### src/rtl/reg_file_sequencer.sv
// Load/dump sequencer for a 16 x 8 register file.
// Streams a wrapping run of registers in from or out to a valid/ready port.
module reg_file_sequencer #(
  parameter int NREGS = 16,
  parameter int AW    = 4,
  parameter int W     = 8
) (
  input  logic          clk,
  input  logic          reset,
  input  logic          start_load,
  input  logic          start_dump,
  input  logic [AW-1:0] base,
  input  logic [AW:0]   len,
  input  logic [W-1:0]  in_data,
  input  logic          in_valid,
  output logic          in_ready,
  output logic [W-1:0]  out_data,
  output logic          out_valid,
  input  logic          out_ready,
  output logic          busy,
  output logic          done,
  output logic          RegWrite,
  output logic [AW-1:0] write_register,
  output logic [W-1:0]  data_in,
  output logic [AW-1:0] raddrA,
  input  logic [W-1:0]  data_outA
);

  typedef enum logic [1:0] {
    IDLE,
    LOAD,
    DUMP,
    DONE
  } state_t;

  state_t        state;
  logic [AW-1:0] ptr;
  logic [AW:0]   rem;

  logic in_load;
  logic in_dump;
  logic wbeat;
  logic rbeat;
  logic last;

  assign in_load = (state == LOAD);
  assign in_dump = (state == DUMP);
  // reset gates the write strobe so an aborted run never commits a byte
  assign wbeat   = in_load && in_valid && !reset;
  assign rbeat   = in_dump && out_ready;
  assign last    = (rem == (AW+1)'(1));

  always_ff @(posedge clk) begin
    if (reset) begin
      state <= IDLE;
      ptr   <= '0;
      rem   <= '0;
    end else begin
      unique case (state)
        IDLE: begin
          if (start_load || start_dump) begin
            ptr <= base;
            rem <= len;
            if (len == '0)
              state <= DONE;
            else if (start_load)
              state <= LOAD;
            else
              state <= DUMP;
          end
        end
        LOAD: begin
          if (in_valid) begin
            ptr <= ptr + AW'(1);
            rem <= rem - (AW+1)'(1);
            if (last)
              state <= DONE;
          end
        end
        DUMP: begin
          if (out_ready) begin
            ptr <= ptr + AW'(1);
            rem <= rem - (AW+1)'(1);
            if (last)
              state <= DONE;
          end
        end
        DONE: state <= IDLE;
        default: state <= IDLE;
      endcase
    end
  end

  assign busy           = in_load || in_dump;
  assign done           = (state == DONE);
  assign in_ready       = in_load;
  assign RegWrite       = wbeat;
  assign write_register = wbeat ? ptr : '0;
  assign data_in        = wbeat ? in_data : '0;
  assign out_valid      = in_dump;
  assign raddrA         = in_dump ? ptr : '0;
  assign out_data       = in_dump ? data_outA : '0;

  logic unused;
  assign unused = rbeat;

endmodule
### config.mk
export PLATFORM = sky130hd
export DESIGN_NAME = reg_file_sequencer
export DESIGN_NICKNAME = d
export VERILOG_FILES = /design/src/rtl/reg_file_sequencer.sv
export SDC_FILE = /design/constraint.sdc
export NUM_CORES = 1
export LEC_CHECK = 0
export CAP_MARGIN = 20
export CORE_MARGIN = 2
export CORE_UTILIZATION = 37
export CTS_BUF_LIST = sky130_fd_sc_hd__clkbuf_8
export CTS_CLUSTER_DIAMETER = 120
export DETAILED_ROUTE_END_ITERATION = 7
export PLACE_DENSITY = 0.89
export SLEW_MARGIN = 5
export SYNTH_ARGS = -nofsm -noshare
export SYNTH_HDL_FRONTEND = slang
export SYNTH_SLANG_ARGS = --single-unit
### constraint.sdc
create_clock -name clk -period 2.6 [get_ports clk]
set_clock_uncertainty 0.15 [all_clocks]
set_input_delay 0.39 -clock clk [delete_from_list [all_inputs] [get_ports clk]]
set_output_delay 0.39 -clock clk [all_outputs]
set_load 0.1 [all_outputs]
# Word-level counts from Yosys, hierarchy flattened

Cells that the tools add are included.

Latch bits: 0
Word-level logic and storage cells: 41
RAM bits: 0
Memories: 0
ROM bits: 0
Flip-flop bits (word level): 11
Output and inout bits: 29

Add/sub/neg operators: 2
$lt $le $gt $ge: 0
Multipliers: 0
Bitwise logic cells: 0
Equality and inequality tests: 7
Reductions and logical operators: 10
Divide/modulo/power cells: 0
Shift operators: 0
Muxes and demuxes: 19

Operators by type and width:

| kind                  | number |
|---|---|
| $mux W4               | 5 |
| $mux W8               | 2 |
| $mux W5               | 3 |
| $pmux W5 S3           | 1 |
| $mux W2               | 6 |
| $pmux W4 S3           | 1 |
| $pmux W2 S4           | 1 |
| $ne A2 B2 Y1 const B  | 3 |
| $eq A5 B1 Y1 const B  | 1 |
| $logic_not A5 Y1      | 1 |
| $sub A5 B1 Y5 const B | 1 |
| $add A4 B1 Y4 const B | 1 |
| $eq A2 B2 Y1 const B  | 2 |
| $reduce_and A4 Y1     | 1 |
| $reduce_and A3 Y1     | 1 |
| $reduce_bool A3 Y1    | 1 |
| $eq A2 B1 Y1 const B  | 1 |
| $logic_and A1 B1 Y1   | 2 |
| $logic_not A2 Y1      | 1 |
| $logic_or A1 B1 Y1    | 2 |
| $logic_not A1 Y1      | 1 |

# Depth between registers and ports, before layout

Depth in word-level cells: 4
Gate-level depth with buffers: 7

# Worst setup path before layout

No wires, ideal clock.

Kind: register -> output
Start: reg state[1]
End: out data_in[0]
Path slack: -1271 ps
Data required time: 2060 ps
Data arrival time: 3331 ps
Buffers on the path: 1
Stages on the path, launching flop included: 7
Cell sequence: dfxtp_1 -> inv_1 -> ha_1 -> nand2_1 -> nor2_1 -> clkbuf_1 -> and2_1

Cells in the longest elaborated chain, start to end: 4

Ends and longest elaborated chain:

| element                          | line | text |
|---|---|---|
| from (decl)                      | 36   | `state_t state;` |
| from (signal assigned)           | 55   | `state <= IDLE;` |
| from (signal assigned)           | 65   | `state <= DONE;` |
| from (signal assigned)           | 67   | `state <= LOAD;` |
| $eq A2 B1 Y1                     | 46   | `assign in_load = (state == LOAD);` |
| net in_ready                     | 16   | `output logic in_ready,` |
| $logic_and A1 B1 Y1 (2 in a row) | 49   | `assign wbeat = in_load && in_valid && !reset;` |
| net RegWrite                     | 22   | `output logic RegWrite,` |
| $mux W8                          | 99   | `assign data_in = wbeat ? in_data : '0;` |
| to (decl)                        | 24   | `output logic [W-1:0] data_in,` |

The timed path passes the listed nets, and every way through them passes these cells.

# Worst setup path in the final report

Start: reg state[0]
End: reg ptr[3]

Cells in the longest elaborated chain, start to end: 3
Elaborated cells on any way between the ends: 9
Those cells by class: eq/ne: 5; mux: 1; reduce/logical: 3

Ends and longest elaborated chain:

| element                                                             | line | text |
|---|---|---|
| $eq A2 B2 Y1 (tied with other cells)                                | 59   | `unique case (state)` |
| $ne A2 B2 Y1 (no line) / $reduce_bool A3 Y1 (equally long branches) | --   |  |
| $reduce_and A4 Y1 (no line)                                         | --   |  |
| to (signal assigned)                                                | 62   | `ptr <= base;` |
| to (signal assigned)                                                | 74   | `ptr <= ptr + AW'(1);` |
| to (signal assigned)                                                | 82   | `ptr <= ptr + AW'(1);` |
| to (decl)                                                           | 37   | `logic [AW-1:0] ptr;` |

Parallel ways exist; a longest one is shown, timed or not.
A chain may end at the register's enable or synchronous reset.

==> results by group <==
Status
  • Status: finished, final reports clean

Clocking
  • Clock Tree Buf Depth: 2
  • Clk root buf: clkbuf_8
  • Hold-fix buffers, CTS: 0
  • Post-CTS Setup Bufs: 0
  • TritonCTS clock tree: yes
  • H-tree depth: 1
  • Clk sink count: 11
  • Clk_lat worst skew: 0.24 ns
  • Clk slew on worst S/H paths: 0.05 ns
  • Post-CTS sizing: 0
  • Num CTS Buffers: 3

Timing
  • Slew Limit Fails: 0
  • RSZ-0062 raised after global routing: no
  • Minimum clock period: approximately 2.2 ns
  • Final hold violation count: 0
  • Setup violations, final: 0
  • Tightest hold margin: 0.3522 ns
  • Period utilisation layout: about 85%
  • Slew headroom: between 50% and 60%
  • Worst-Margin Slew: roughly 0.6 ns
  • Max Fclk: 454.7 MHz

Place
  • Placement Cell Area: ~1800 µm²
  • Gpl congestion: a little over 0.8
  • Placed Cells: approximately 210
  • DP Wirelength: roughly 2400 µm
  • IO buf count: just under 60

Global route
  • Vias in the first global route: 1080
  • First-pass GRT wire length: ~4700 µm
  • Initial antenna violation count: 0
  • Remaining Overflow, GRT: 0
  • Largest net degree at the start of global routing: 24
  • Global Route Usage Sum: approximately 22%

Logic synthesis
  • Area contributors post-synth: dfxtp_1, and2_1, ha_1, nand2_1, a21oi_1
  • Syn Std Cell Area: ~910 µm²
  • EDFF count, synth: 0
  • Sequential fraction of the synthesis area: 24.14%
  • Post-Syn Nets: 159
  • Syn Area/Cell: around 7.5 µm²
  • Async S/R FF share, synth: 0%
  • Leading area contributor after synthesis: dfxtp_1
  • Post-synth top area share: 24.14%
  • Synth cell types: 35
  • Main synth FF type: dfxtp_1
  • Mapped Cells: about 120
  • #FFs+latches synth: 11
  • Yosys Warn Count: 0

Worst setup path
  • Element type at the critical path end: flip-flop
  • R2R Setup Slk: roughly 0.4 ns
  • CP arrival: 2.17 ns
  • Worst setup path end: ptr[3]$_SDFFE_PP0P_
  • Beginning of the critical path: state[0]$_SDFFE_PP0P_
  • Critical path's slowest cell: or4_1
  • Worst r2r src: state[0]$_SDFFE_PP0P_
  • Startpoint Class: flip-flop
  • Crit-path max FO: 14
  • R2R cell count: 6
  • Kind of critical path: flip-flop to flip-flop
  • Total number of cells along the worst setup path: 6
  • Critical path, cell by cell: inv_1 > ha_2 > nor2b_4 > or4_1 > a21oi_1 > o32ai_1
  • CP required: 2.57 ns
  • CP Buf/Inv Count: 1
  • Kind of cell adding the most delay to the critical path: simple AND/OR/NAND/NOR gates
  • CP max stage delay: approximately 0.7 ns
  • FF-to-FF End: ptr[3]$_SDFFE_PP0P_

Finish
  • Design Area, Final: 1804 µm²
  • Antenna diode count: 0
  • Most common cell after layout, fill and taps aside: clkdlybuf4s50_1
  • Fin cells: 209
  • Area delta synth->final: 97.81%
  • Utilization after layout: between 70 and 80%
  • Commonest non-fill, non-tap cells in the layout: clkdlybuf4s50_1, buf_12, and2_1
  • Nets@finish: 220
  • Ratio of cells with drive above 1 in the final layout: 28.73%

Routing
  • Antenna-violating nets left: 0
  • Initial DRC count: 16
  • Iteration count of the initial detailed-routing pass: 4
  • Avg WL per Cell: roughly 14 µm
  • Final wirelength: a little under 3000 µm
  • Via-to-Cell Ratio: 5.297
  • Via count: 1107
  • DRC violations left: 0

Floorplan
  • Io pins: 60
  • Core area: about 2300 µm²
  • # rows: 17
  • Die height: about 54 µm
  • Die area: 2878 µm²
  • Initial Util: around two fifths
  • Die width: between 50 and 60 µm

Power and ir drop
  • Leak Pwr: ~0.75 nW
  • PnR Total Power: around 1.7 mW
  • PwrDens: about 940 nW/µm²
  • VDD IR max: about 0.0011 V

Min path
  • HP Class: flip-flop to flip-flop

Run
  • Max-cap viol count: 0
[stage by stage]
step	TNS, ns	setup slack, ns
finish	0	0.4008
global route	0	0.3087
CTS	0	0.3890
detailed placement	0	0.3215
global placement	0	0.4061
floorplan	-0.1977	-0.02472
[logic make-up after synthesis]
| family | after synthesis | share of synthesized area, % |
|---|---|---|
| multiplexers | 3 | 3.429 |
| flip-flops | 11 | 24.14 |
| buffers and inverters | 13 | 5.624 |
| AO/OA/AOI/OAI | 28 | 19.89 |
| adder cells (fa/ha/maj) | 7 | 9.602 |
| AND/OR/NAND/NOR | 59 | 37.31 |
[worst min-delay path: stages (launching register included)]
cell	delay, ns
dfxtp_1	0.33
nand2_1	0.06
a21oi_1	0.06
[cell usage after synthesis (all sizes together) (3+ instances only)]
cell type,instances
nand2b,3
nor2,6
clkbuf,5
ha,7
o32ai,3
dfxtp,11
a21oi,7
nor2b,5
inv,6
nand2,11
o21ai,6
and2,24
[where the power goes]
group          leakage (nW)  internal, mW  switching, mW
clock                0.0269         0.104         0.0680
sequential           0.0909         0.232         0.0689
combinational         0.634         0.448          0.768
total                 0.752         0.784          0.905
[per-layer routing]
layer / global-route usage [%] / wire [µm] / up-vias
li1: - / - / 540
met1: 22.88 / 1051 / 495
met2: 42.39 / 1487 / 67
met3: 6.667 / 364 / 5
met4: 8.974 / 44 / 0
met5: 0 / 0 / -
[layout make-up]
cell class / instances / area [µm²]
timing repair buffer: 63 / 823.3
multi-input combinational: 97 / 658.1
fill: 159 / 471.7
sequential: 11 / 220.2
clock buffer: 3 / 41.29
tap: 28 / 35.03
inverter: 6 / 22.52
clock inverter: 1 / 3.754
[state kept, by name, indices dropped and copies added (netlist names)]
name   flops
ptr        4
rem        5
state      2
[worst min-delay path by stage]
| stage | startpoint | depth (start not counted) | slack, ns | to |
|---|---|---|---|---|
| 3_5_place_dp | rem[1]$_SDFFE_PP0P_ | 2 | 0.34 | rem[1]$_SDFFE_PP0P_ |
| 3_3_place_gp | rem[4]$_SDFFE_PP0P_ | 2 | 0.31 | rem[4]$_SDFFE_PP0P_ |
| 6_report | rem[1]$_SDFFE_PP0P_ | 2 | 0.35 | rem[1]$_SDFFE_PP0P_ |
| 2_1_floorplan | rem[4]$_SDFFE_PP0P_ | 2 | 0.30 | rem[4]$_SDFFE_PP0P_ |
| 5_1_grt | rem[1]$_SDFFE_PP0P_ | 2 | 0.38 | rem[1]$_SDFFE_PP0P_ |
| 4_1_cts | rem[1]$_SDFFE_PP0P_ | 2 | 0.35 | rem[1]$_SDFFE_PP0P_ |
(Power assumes the default switching activity.)
